===== config.mk =====
export PLATFORM = sky130hd
export DESIGN_NAME = pipeline_fetch_unit
export DESIGN_NICKNAME = d
export VERILOG_FILES = /design/src/rtl/pipeline_fetch_unit.sv
export SDC_FILE = /design/constraint.sdc
export NUM_CORES = 1
export LEC_CHECK = 0
export ABC_AREA = 1
export CORE_ASPECT_RATIO = 0.7
export CORE_MARGIN = 5
export CORE_UTILIZATION = 44
export DETAILED_ROUTE_END_ITERATION = 10
export HOLD_SLACK_MARGIN = 0.02
export PLACE_DENSITY = 0.81
export SLEW_MARGIN = 20
export SYNTH_ARGS = -nofsm -noshare
export SYNTH_HDL_FRONTEND = slang
export SYNTH_SLANG_ARGS = --single-unit

===== constraint.sdc =====
create_clock -name clk_i -period 1.92 [get_ports clk_i]
set_clock_uncertainty 0.15 [all_clocks]
set_input_delay 0.384 -clock clk_i [delete_from_list [all_inputs] [get_ports clk_i]]
set_output_delay 0.384 -clock clk_i [all_outputs]
set_load 0.02 [all_outputs]

===== src/rtl/pipeline_fetch_unit.sv =====
// ============================================================================
// pipeline_fetch_unit : PC register, imem address mux, fetch and decode latches.
// Optional PIPE_FETCH_PERF_EN adds saturating stall/bubble counters. Rev 1.0
// ============================================================================
`default_nettype none

module pipeline_fetch_unit #(
    parameter int                 PC_W      = 10,
    parameter int                 INSTR_W   = 18,
    parameter logic [PC_W-1:0]    RESET_VEC = 10'h000,
    parameter logic [PC_W-1:0]    INT_VEC   = 10'h3FF,
    parameter logic [INSTR_W-1:0] NOP_INSTR = 18'h0_0000,
    parameter logic [INSTR_W-1:0] INT_INSTR = 18'h3_4000
`ifdef PIPE_FETCH_PERF_EN
    ,
    parameter int                 CNT_W     = 16
`endif
) (
    input  logic               clk_i,
    input  logic               rst_ni,
    input  logic               pc_reset_i,
    input  logic               pc_load_i,
    input  logic               pc_inc_i,
    input  logic [2:0]         pc_mux_sel_i,
    input  logic [PC_W-1:0]    imm_target_i,
    input  logic [PC_W-1:0]    stack_target_i,
    input  logic [PC_W-1:0]    miss_target_i,
    input  logic [PC_W-1:0]    predict_target_i,
    input  logic               imem_addr_mux_i,
    input  logic               fetch_latch_stall_i,
    input  logic               dec_nop_i,
    input  logic               dec_int_i,
    output logic [PC_W-1:0]    imem_addr_o,
    input  logic [INSTR_W-1:0] imem_data_i,
    output logic [PC_W-1:0]    pc_o,
    output logic [INSTR_W-1:0] dec_instr_o,
    output logic [PC_W-1:0]    dec_pc_o,
    output logic               dec_valid_o,
    output logic               dec_is_int_o
`ifdef PIPE_FETCH_PERF_EN
    ,
    output logic [CNT_W-1:0]   stall_cnt_o,
    output logic [CNT_W-1:0]   bubble_cnt_o
`endif
);

    logic [PC_W-1:0]    pc_q, pc_d, load_target;
    logic [PC_W-1:0]    last_addr_q;
    logic [PC_W-1:0]    fetch_pc_q, fetch_pc_d;
    logic               fetch_valid_q, fetch_valid_d;
    logic [INSTR_W-1:0] dec_instr_q, dec_instr_d;
    logic [PC_W-1:0]    dec_pc_q, dec_pc_d;
    logic               dec_valid_q, dec_valid_d;
    logic               dec_is_int_q, dec_is_int_d;

    // Reserved selects (5..7) load the current PC, i.e. the PC holds.
    always_comb begin
        load_target = pc_q;
        case (pc_mux_sel_i)
            3'd0:    load_target = imm_target_i;
            3'd1:    load_target = stack_target_i;
            3'd2:    load_target = INT_VEC;
            3'd3:    load_target = miss_target_i;
            3'd4:    load_target = predict_target_i;
            default: load_target = pc_q;
        endcase
    end

    always_comb begin
        pc_d = pc_q;
        if (pc_reset_i)     pc_d = RESET_VEC;
        else if (pc_load_i) pc_d = load_target;
        else if (pc_inc_i)  pc_d = pc_q + PC_W'(1);
    end

    assign imem_addr_o = imem_addr_mux_i ? last_addr_q : pc_q;

    always_comb begin
        fetch_pc_d    = fetch_pc_q;
        fetch_valid_d = fetch_valid_q;
        if (!fetch_latch_stall_i) begin
            fetch_pc_d    = imem_addr_o;
            fetch_valid_d = 1'b1;
        end
        if (pc_reset_i) fetch_valid_d = 1'b0;
    end

    always_comb begin
        dec_instr_d  = imem_data_i;
        dec_pc_d     = fetch_pc_q;
        dec_valid_d  = fetch_valid_q;
        dec_is_int_d = 1'b0;
        if (dec_int_i) begin
            // Return address for the interrupt is the word it displaces.
            dec_instr_d  = INT_INSTR;
            dec_valid_d  = 1'b1;
            dec_is_int_d = 1'b1;
        end else if (dec_nop_i) begin
            dec_instr_d  = NOP_INSTR;
            dec_pc_d     = dec_pc_q;
            dec_valid_d  = 1'b0;
        end
    end

    always_ff @(posedge clk_i or negedge rst_ni) begin
        if (!rst_ni) begin
            pc_q          <= RESET_VEC;
            last_addr_q   <= RESET_VEC;
            fetch_pc_q    <= '0;
            fetch_valid_q <= 1'b0;
            dec_instr_q   <= NOP_INSTR;
            dec_pc_q      <= '0;
            dec_valid_q   <= 1'b0;
            dec_is_int_q  <= 1'b0;
        end else begin
            pc_q          <= pc_d;
            last_addr_q   <= imem_addr_o;
            fetch_pc_q    <= fetch_pc_d;
            fetch_valid_q <= fetch_valid_d;
            dec_instr_q   <= dec_instr_d;
            dec_pc_q      <= dec_pc_d;
            dec_valid_q   <= dec_valid_d;
            dec_is_int_q  <= dec_is_int_d;
        end
    end

    assign pc_o         = pc_q;
    assign dec_instr_o  = dec_instr_q;
    assign dec_pc_o     = dec_pc_q;
    assign dec_valid_o  = dec_valid_q;
    assign dec_is_int_o = dec_is_int_q;

`ifdef PIPE_FETCH_PERF_EN
    logic [CNT_W-1:0] stall_cnt_q, bubble_cnt_q;

    always_ff @(posedge clk_i or negedge rst_ni) begin
        if (!rst_ni) begin
            stall_cnt_q  <= '0;
            bubble_cnt_q <= '0;
        end else begin
            if (fetch_latch_stall_i && (stall_cnt_q != '1))
                stall_cnt_q <= stall_cnt_q + CNT_W'(1);
            if (dec_nop_i && (bubble_cnt_q != '1))
                bubble_cnt_q <= bubble_cnt_q + CNT_W'(1);
        end
    end

    assign stall_cnt_o  = stall_cnt_q;
    assign bubble_cnt_o = bubble_cnt_q;
`endif

endmodule

`default_nettype wire

Word-level counts from Yosys, hierarchy flattened:

Index checks and enable logic that the tools add are counted.

* register bits: 61
* bits of input ports: 70
* output and inout port bits: 50
* logic and storage cells: 33

* $add $sub $neg: 1
* equal/unequal tests: 7
* multiplexer cells: 14
* reductions and logical operators: 3

Operators by type and width (number)
* 2-to-1 mux 10 bit: 6
* one-hot mux 10 bit (5 select lines): 1
* 2-to-1 mux 18 bit: 2
* adder 10 x 1 -> 10 bit (second input constant): 1
* inequality test 7 x 2 -> 1 bit (second input constant): 1
* equality test 3 x 2 -> 1 bit (second input constant): 2
* 2-to-1 mux 1 bit: 5
* equality test 3 x 1 -> 1 bit (second input constant): 1
* equality test 3 bit (second input constant): 1
* zero test 3 bit: 1
* nonzero test 3 bit: 1
* inequality test 2 x 1 -> 1 bit (second input constant): 1
* inequality test 2 bit (second input constant): 1
* AND reduction 2 bit: 1

Depth between registers and ports, before layout:

Gate-level depths: netlist of run 1.

* word-level depth: 4
* depth in mapped cells: 9
* depth with buffers taken out: 9

Worst setup path before layout of run 1:

Ideal clock, no wire load.

* path type: input to output
* start: in imem_addr_mux_i
* end: out imem_addr_o[6]
* arrival: 1.313 ns
* required time: 1.386 ns
* path slack: 0.073 ns
* cell stages on the path: 3
* path buffers: 2
* cell sequence: buf_2 -> clkbuf_1 -> o21ai_0

* word-level cells in the longest chain between the ends: 1

RTL lines
* start: declaration: RTL line 29 `input logic imem_addr_mux_i,`
* 2-to-1 mux 10 bit: RTL line 76 `assign imem_addr_o = imem_addr_mux_i ? last_addr_q : pc_q;`
* end: declaration: RTL line 33 `output logic [PC_W-1:0] imem_addr_o,`

Every way passes these cells.

Worst setup path after layout of run 1:

* start: in imem_addr_mux_i
* end: out imem_addr_o[0]

The elaborated chain is that of the path after synthesis.

==> flow_metrics.py, run 1 <==
metrics = {
    "logic_synthesis": {
        "synthFlopType": "dfrtp_1",
        "synth.avg_cell_area_um2": 8.05,
        "yosys_reg_bits": 61,
        "synth_cells": 374,
        "synth-adder-area-share": 0.00415,
        "synth.top_cells.by_count": "nand2_1 (128), dfrtp_1 (61), nand3_1 (38), nor2_1 (38), inv_1 (36)",
        "synth_top_family_by_area": "simple AND/OR/NAND/NOR gates",
        "synth_area_leaders": "dfrtp_1 (51%), nand2_1 (16%), nand3_1 (6.3%)",
        "synthArstFlopShare": 1.00,
        "portion_of_the_post_synthesis_area_used_by_sequential_elements": 0.507,
        "post_synth_design_cell_area_um2": 3010,
        "post-synth-top-area-fraction": 0.507,
        "synth.net_count": 445,
        "post_synth_edffs": 0,
        "synth_area_leader_cell": "dfrtp_1",
        "yosysWarningCount": 0,
        "synth_xor_area_frac": 0,
        "synth_compound_gate_area_share": 0.0619,
        "synthSimpleGateAreaFrac": 0.304,
        "synth_cell_types": 30,
        "synth_mux_area_frac": 0.0411,
        "synth.most_common_cell": "nand2_1",
    },
    "worst_setup_path": {
        "type_of_the_worst_setup_path": "input port to output port",
        "critPathMaxStageDelay_ns": 0.30,
        "reg2reg_to": "pc_o[4]",
        "setup.worst_path.end_class": "output port",
        "regToRegStartpoint": "pc_o[1]",
        "critPathSlowestCell": "clkdlybuf4s15_2",
        "cpLargestDelayFamily": "buffers and inverters",
        "timing.critical_path.depth": 4,
        "worst_setup_path_endpoint": "imem_addr_o[0]",
        "reg2regPathDepth": 9,
        "timing.critical_path.required_ns": 1.39,
        "critPathLaunch": "imem_addr_mux_i",
        "cp_num_buf_inv": 3,
        "internal_reg_to_reg_setup_slack_ns": 0.29,
        "arrival_time_of_data_at_the_critical_path_endpoint_ns": 1.35,
        "timing.critical_path.fanout_max": 4,
        "crit_chain": "dlygate4sd2_1, buf_4, o21ai_1, clkdlybuf4s15_2",
        "critPathLaunchType": "input port",
    },
    "detailed_routing": {
        "drtAntennaViolNets": 0,
        "drtIter0Drc": 218,
        "drt-total-wl_um": 9050,
        "post_drt_via_cell_ratio": 4.87,
        "vias": 3061,
        "post-route-drc-count": 0,
        "detailedRoute.firstPassIterationCount": 5,
        "wl_per_cell_um": 14.4,
    },
    "finish": {
        "layout.core_utilization": 0.710,
        "final_area_um2": 4750,
        "antenna-diode-count": 0,
        "nFillCells": 508,
        "final_net_count": 601,
        "multi_input_area_um2": 1250,
        "layout-area-overhead-vs-synth_pct": 57.7,
        "drive_gt1_frac": 0.170,
        "seq_area_um2": 1530,
    },
    "place": {
        "dp.final_hpwl_um": 6810,
        "detailed_place.area_um2": 4520,
        "numPortBuffers": 119,
        "place.gp.congestion": 0.852,
    },
    "floorplanning": {
        "dieArea_um2": 8630,
        "die_width_um": 109,
        "boundary_pin_count": 120,
        "start_util": 0.450,
        "die_span_in_y_um": 79.2,
        "rows": 25,
        "core_region_area_um2": 6690,
    },
    "power": {
        "power_leakage_nw": 2.43,
        "maximum_vdd_drop_mv": 0.512,
        "report.power.total_mw": 3.71,
        "powerDensity_nw_per_um2": 780,
    },
    "sta": {
        "max_slew_margin": 0.750,
        "final_period_minus_worst_setup_slack_ns": 1.88,
        "drv_slew": 0,
        "finalSetupViolations": 0,
        "min_period_over_period": 0.981,
        "max_clk_rate_ghz": 0.531,
        "holdWs_ns": 0.328,
        "grt_setup_unrepaired": "false",
        "tightest_slew_ns": 0.373,
        "finalHoldViolations": 0,
        "setup_tns_ns": 0,
    },
    "flow_run": {
        "max_cap_viol_count": 0,
    },
    "clocking": {
        "clkTransAtPathRegs_ns": 0.07,
        "clk-insertion-delay-late_ns": 0.33,
        "cts.sink_count": 61,
        "cts-buffers-inserted": 9,
        "tritoncts": "done",
        "cts_setup_buffers": 0,
        "clock_tree.buffer_depth": 2,
        "cts.root.buffer_cell": "clkbuf_8",
        "cts.htree.levels": 3,
    },
    "grt": {
        "grt_pass1_vias": 3175,
        "antenna_found_initial": 0,
        "globalRouteOverflowTotal": 0,
        "grt_pass1_wl_um": 15100,
        "grt_max_degree": 46,
        "grt.total_usage": 0.225,
    },
    "hold_path": {
        "type_of_the_most_critical_hold_path": "flip-flop to flip-flop",
        "hold_start": "fetch_pc_q[4]",
    },
    "outcome": {
        "outcome": "finished clean",
    },
}
worst min path at each step:
stage	end	slack (ns)	cells after the start
global placement	dec_instr_o[9]	0.25	2
detailed placement	dec_instr_o[12]	0.25	2
CTS	fetch_pc_q[5]	0.33	2
finish	fetch_pc_q[4]	0.33	2
global route	fetch_pc_q[6]	0.35	2
floorplan	dec_instr_o[0]	-0.06	0
flip-flops by register name, summed over array words and instances, names as in the netlist:
register	flops
dec_instr_o	18
dec_pc_o	10
fetch_pc_q	10
last_addr_q	10
pc_o	10
dec_is_int_o	1
dec_valid_o	1
fetch_valid_q	1
logic make-up after synthesis:
logic type | count (synthesis)
and+or+nand+nor | 218
DFF | 61
buffers and inverters | 52
AOI/OAI and AO/OA | 31
muxes | 11
adders and majority gates | 1
metrics by stage:
stage	setup slack, ns	instances
floorplan	0.0730	374
global placement	-0.541	611
detailed placement	-0.629	611
CTS	0.0500	629
global route	0.00347	629
finish	0.0362	629
area by class of cell:
type,count,share of cell area
Multi-Input combinational cell,261,0.263
Inverter,39,0.0313
Tap cell,94,0.0248
Clock inverter,6,0.0234
Clock buffer,10,0.0269
Sequential cell,61,0.321
Timing Repair Buffer,158,0.309
what timing repair did:
item,4_1_cts,5_1_grt
gates resized for setup,75,0
hold buffers,1,0
endpoints found under the hold margin,61,0
endpoints found under the setup margin,20,0
layer usage:
layer	vias up	GRT usage	wire length [um]
met2	124	0.384	4430
met1	1428	0.262	3480
li1	1490	-	-
met3	19	0.0975	1020
met5	-	0	0
met4	0	0.0517	122
power breakdown:
group          internal [mW]  total (mW)  switching, mW
combinational          0.435       0.884          0.449
sequential              1.40        1.45         0.0541
clock                  0.862        1.37          0.506
cells in the final DEF, fill, tap and decap left out, types with 5 or more instances in the layout:
| cell type | netlist | routed |
|---|---|---|
| nand2_1 | 128 | 128 |
| clkdlybuf4s50_1 | 0 | 97 |
| dfrtp_1 | 61 | 61 |
| buf_4 | 0 | 39 |
| nor2_1 | 38 | 38 |
| nand3_1 | 38 | 38 |
| inv_1 | 36 | 36 |
| o21ai_0 | 19 | 11 |
| dlygate4sd2_1 | 0 | 11 |
| mux2_2 | 11 | 9 |
| clkbuf_8 | 1 | 9 |
| o21ai_1 | 0 | 7 |
| o21a_1 | 5 | 5 |
| buf_2 | 2 | 5 |
worst register-to-register path, stage by stage, from the launching register on:
cell     delay, ns
dfrtp_1       0.37
buf_4         0.15
ha_1          0.16
nand2_1       0.08
nor2_1        0.20
o21ai_0       0.12
nor2_1        0.12
nor2_1        0.05
nand2_1       0.08
nand2_1       0.05
Power figures use the tool's default switching activity.
==> inputs of run 2 (changes only) <==
- CORE_MARGIN: 5 -> default
- SETUP_SLACK_MARGIN: default -> 0.2
==> flow_metrics.py, run 2 (same netlist as run 1, synthesis figures left out) <==
metrics = {
    "worst_setup_path": {
        "setup.worst_path.end_class": "output port",
        "timing.critical_path.required_ns": 1.39,
        "type_of_the_worst_setup_path": "flip-flop to output port",
        "timing.critical_path.fanout_max": 3,
        "arrival_time_of_data_at_the_critical_path_endpoint_ns": 1.16,
        "crit_chain": "mux2_4, buf_6",
        "critPathSlowestCell": "dfrtp_1",
        "critPathLaunchType": "flip-flop",
        "internal_reg_to_reg_setup_slack_ns": 0.33,
        "regToRegStartpoint": "pc_o[0]",
        "reg2regPathDepth": 10,
        "critPathMaxStageDelay_ns": 0.39,
        "reg2reg_to": "pc_o[6]",
    },
    "clocking": {
        "clkTransAtPathRegs_ns": 0.07,
        "cts-buffers-inserted": 9,
        "clk-insertion-delay-late_ns": 0.34,
        "cts.sink_count": 61,
        "tritoncts": "done",
        "cts.root.buffer_cell": "clkbuf_8",
        "cts.htree.levels": 3,
        "clock_tree.buffer_depth": 2,
    },
    "sta": {
        "max_clk_rate_ghz": 0.592,
        "final_period_minus_worst_setup_slack_ns": 1.69,
        "min_period_over_period": 0.880,
        "max_slew_margin": 0.729,
        "tightest_slew_ns": 0.405,
        "grt_setup_unrepaired": "true",
        "finalSetupViolations": 0,
        "finalHoldViolations": 0,
        "drv_slew": 0,
        "postLayoutSetupSlackWorst_ns": 0.230,
    },
    "detailed_routing": {
        "post_drt_via_cell_ratio": 4.80,
        "vias": 3009,
        "drtAntennaViolNets": 0,
        "wl_per_cell_um": 13.4,
        "detailedRoute.firstPassIterationCount": 4,
        "drtIter0Drc": 142,
        "post-route-drc-count": 0,
        "drt-total-wl_um": 8370,
    },
    "floorplanning": {
        "dieArea_um2": 7190,
        "rows": 24,
        "start_util": 0.469,
        "die_width_um": 101,
        "die_span_in_y_um": 71.2,
        "core_region_area_um2": 6430,
        "boundary_pin_count": 120,
    },
    "grt": {
        "globalRouteOverflowTotal": 0,
        "grt_pass1_vias": 2994,
        "antenna_found_initial": 1,
        "grt_max_degree": 62,
        "grt_pass1_wl_um": 14000,
        "grt.total_usage": 0.254,
    },
    "place": {
        "numPortBuffers": 119,
        "place.gp.congestion": 0.815,
        "pre_cts_slack_ns": -0.602,
        "dp.final_hpwl_um": 6290,
    },
    "power": {
        "powerDensity_nw_per_um2": 738,
        "pwr-share-clk": 0.339,
        "combinationalPowerShare": 0.245,
        "power_leakage_nw": 2.54,
        "p_sw_frac": 0.290,
        "internal_power_mw": 2.48,
        "maximum_vdd_drop_mv": 0.431,
        "report.power.total_mw": 3.49,
        "p_switching_mw": 1.01,
        "share_seq_of_total_power": 0.416,
    },
    "hold_path": {
        "worst_min_delay_path_endpoint": "last_addr_q[0]",
        "worstHoldPathCells": 3,
        "type_of_the_most_critical_hold_path": "input port to flip-flop",
        "hold_start": "imem_addr_mux_i",
    },
    "outcome": {
        "outcome": "finished clean",
    },
    "finish": {
        "largest_reg_flops": 18,
        "nFillCells": 517,
        "seq_area_um2": 1530,
        "layout_common_cells": "nand2_1 (127), clkdlybuf4s50_1 (63), dfrtp_1 (61)",
        "final_net_count": 601,
        "layout.cells.most_common": "nand2_1",
        "drive_gt1_frac": 0.202,
        "layout-area-overhead-vs-synth_pct": 57.0,
        "multi_input_area_um2": 1280,
    },
    "flow_run": {
        "max_cap_viol_count": 0,
    },
}
==> run 2: cell count changes in the layout (fill, tap and decap cells not counted), moves of 2 or more <==
cell and delta:
clkdlybuf4s15_1 +2, o21ai_2 +6, bufinv_16 -2, clkbuf_2 +6
dlygate4sd2_1 +20, buf_2 -2, buf_6 +2, clkdlybuf4s50_1 -34
dlymetal6s2s_1 +4, o21ai_1 -6, clkbuf_8 +2
==> run 2: power by group through the flow <==
stage / Clock, mW / Combinational [mW] / Sequential (mW)
floorplan: 0 / 0.296 / 1.56
global placement: 0 / 0.870 / 1.47
detailed placement: 0 / 0.888 / 1.47
CTS: 1.21 / 0.860 / 1.45
global route: 1.26 / 0.941 / 1.46
finish: 1.18 / 0.857 / 1.45
==> run 2: worst max path at each step <==
stage | startpoint | endpoint | cells past startpoint
2_1_floorplan | imem_addr_mux_i | imem_addr_o[6] | 3
3_3_place_gp | imem_addr_mux_i | imem_addr_o[3] | 4
3_5_place_dp | imem_addr_mux_i | imem_addr_o[6] | 4
4_1_cts | imem_addr_mux_i | imem_addr_o[6] | 5
5_1_grt | pc_o[0] | pc_o[4] | 9
6_report | pc_o[1] | imem_addr_o[1] | 2
==> run 2: stage by stage <==
stage,hold slack [ns],utilization,setup TNS (ns),std cells,cell area (um2)
after floorplan,-0.0616,-,0,374,3010
after global placement,0.266,0.705,-5.46,608,4530
after detailed placement,0.266,0.705,-6.13,608,4530
after CTS,0.343,0.735,0,626,4720
after global routing,0.245,0.736,0,627,4730
final,0.236,0.736,0,627,4730
==> run 2: critical path: cells and delay by family, from the launching register on <==
family,cells,cell delay [ns]
flops,1,0.39
buf+inv,1,0.13
mux,1,0.29
==> run 2: area by class of cell <==
cell class,instances,area share
Inverter,39,0.0315
Clock inverter,5,0.0124
Tap cell,91,0.0241
Timing Repair Buffer,158,0.305
Antenna cell,1,0.000529
Multi-Input combinational cell,261,0.271
Sequential cell,61,0.323
Clock buffer,11,0.0320
==> run 2: what timing repair did <==
item | in CTS | in global routing
cloned | 0 | 0
setup buffers | 1 | 0
endpoints found under the setup margin | 50 | 23
gates resized for setup | 123 | 20
hold buffers | 1 | 0
endpoints found under the hold margin | 61 | 0
==> run 2: per-layer routing <==
layer  vias up  share of wire  global-route usage
met5         -              0                   0
met4         0          0.015              0.0853
met3        16           0.10              0.0927
met2       113           0.48               0.413
met1      1392           0.41               0.317
li1       1488              -                   -
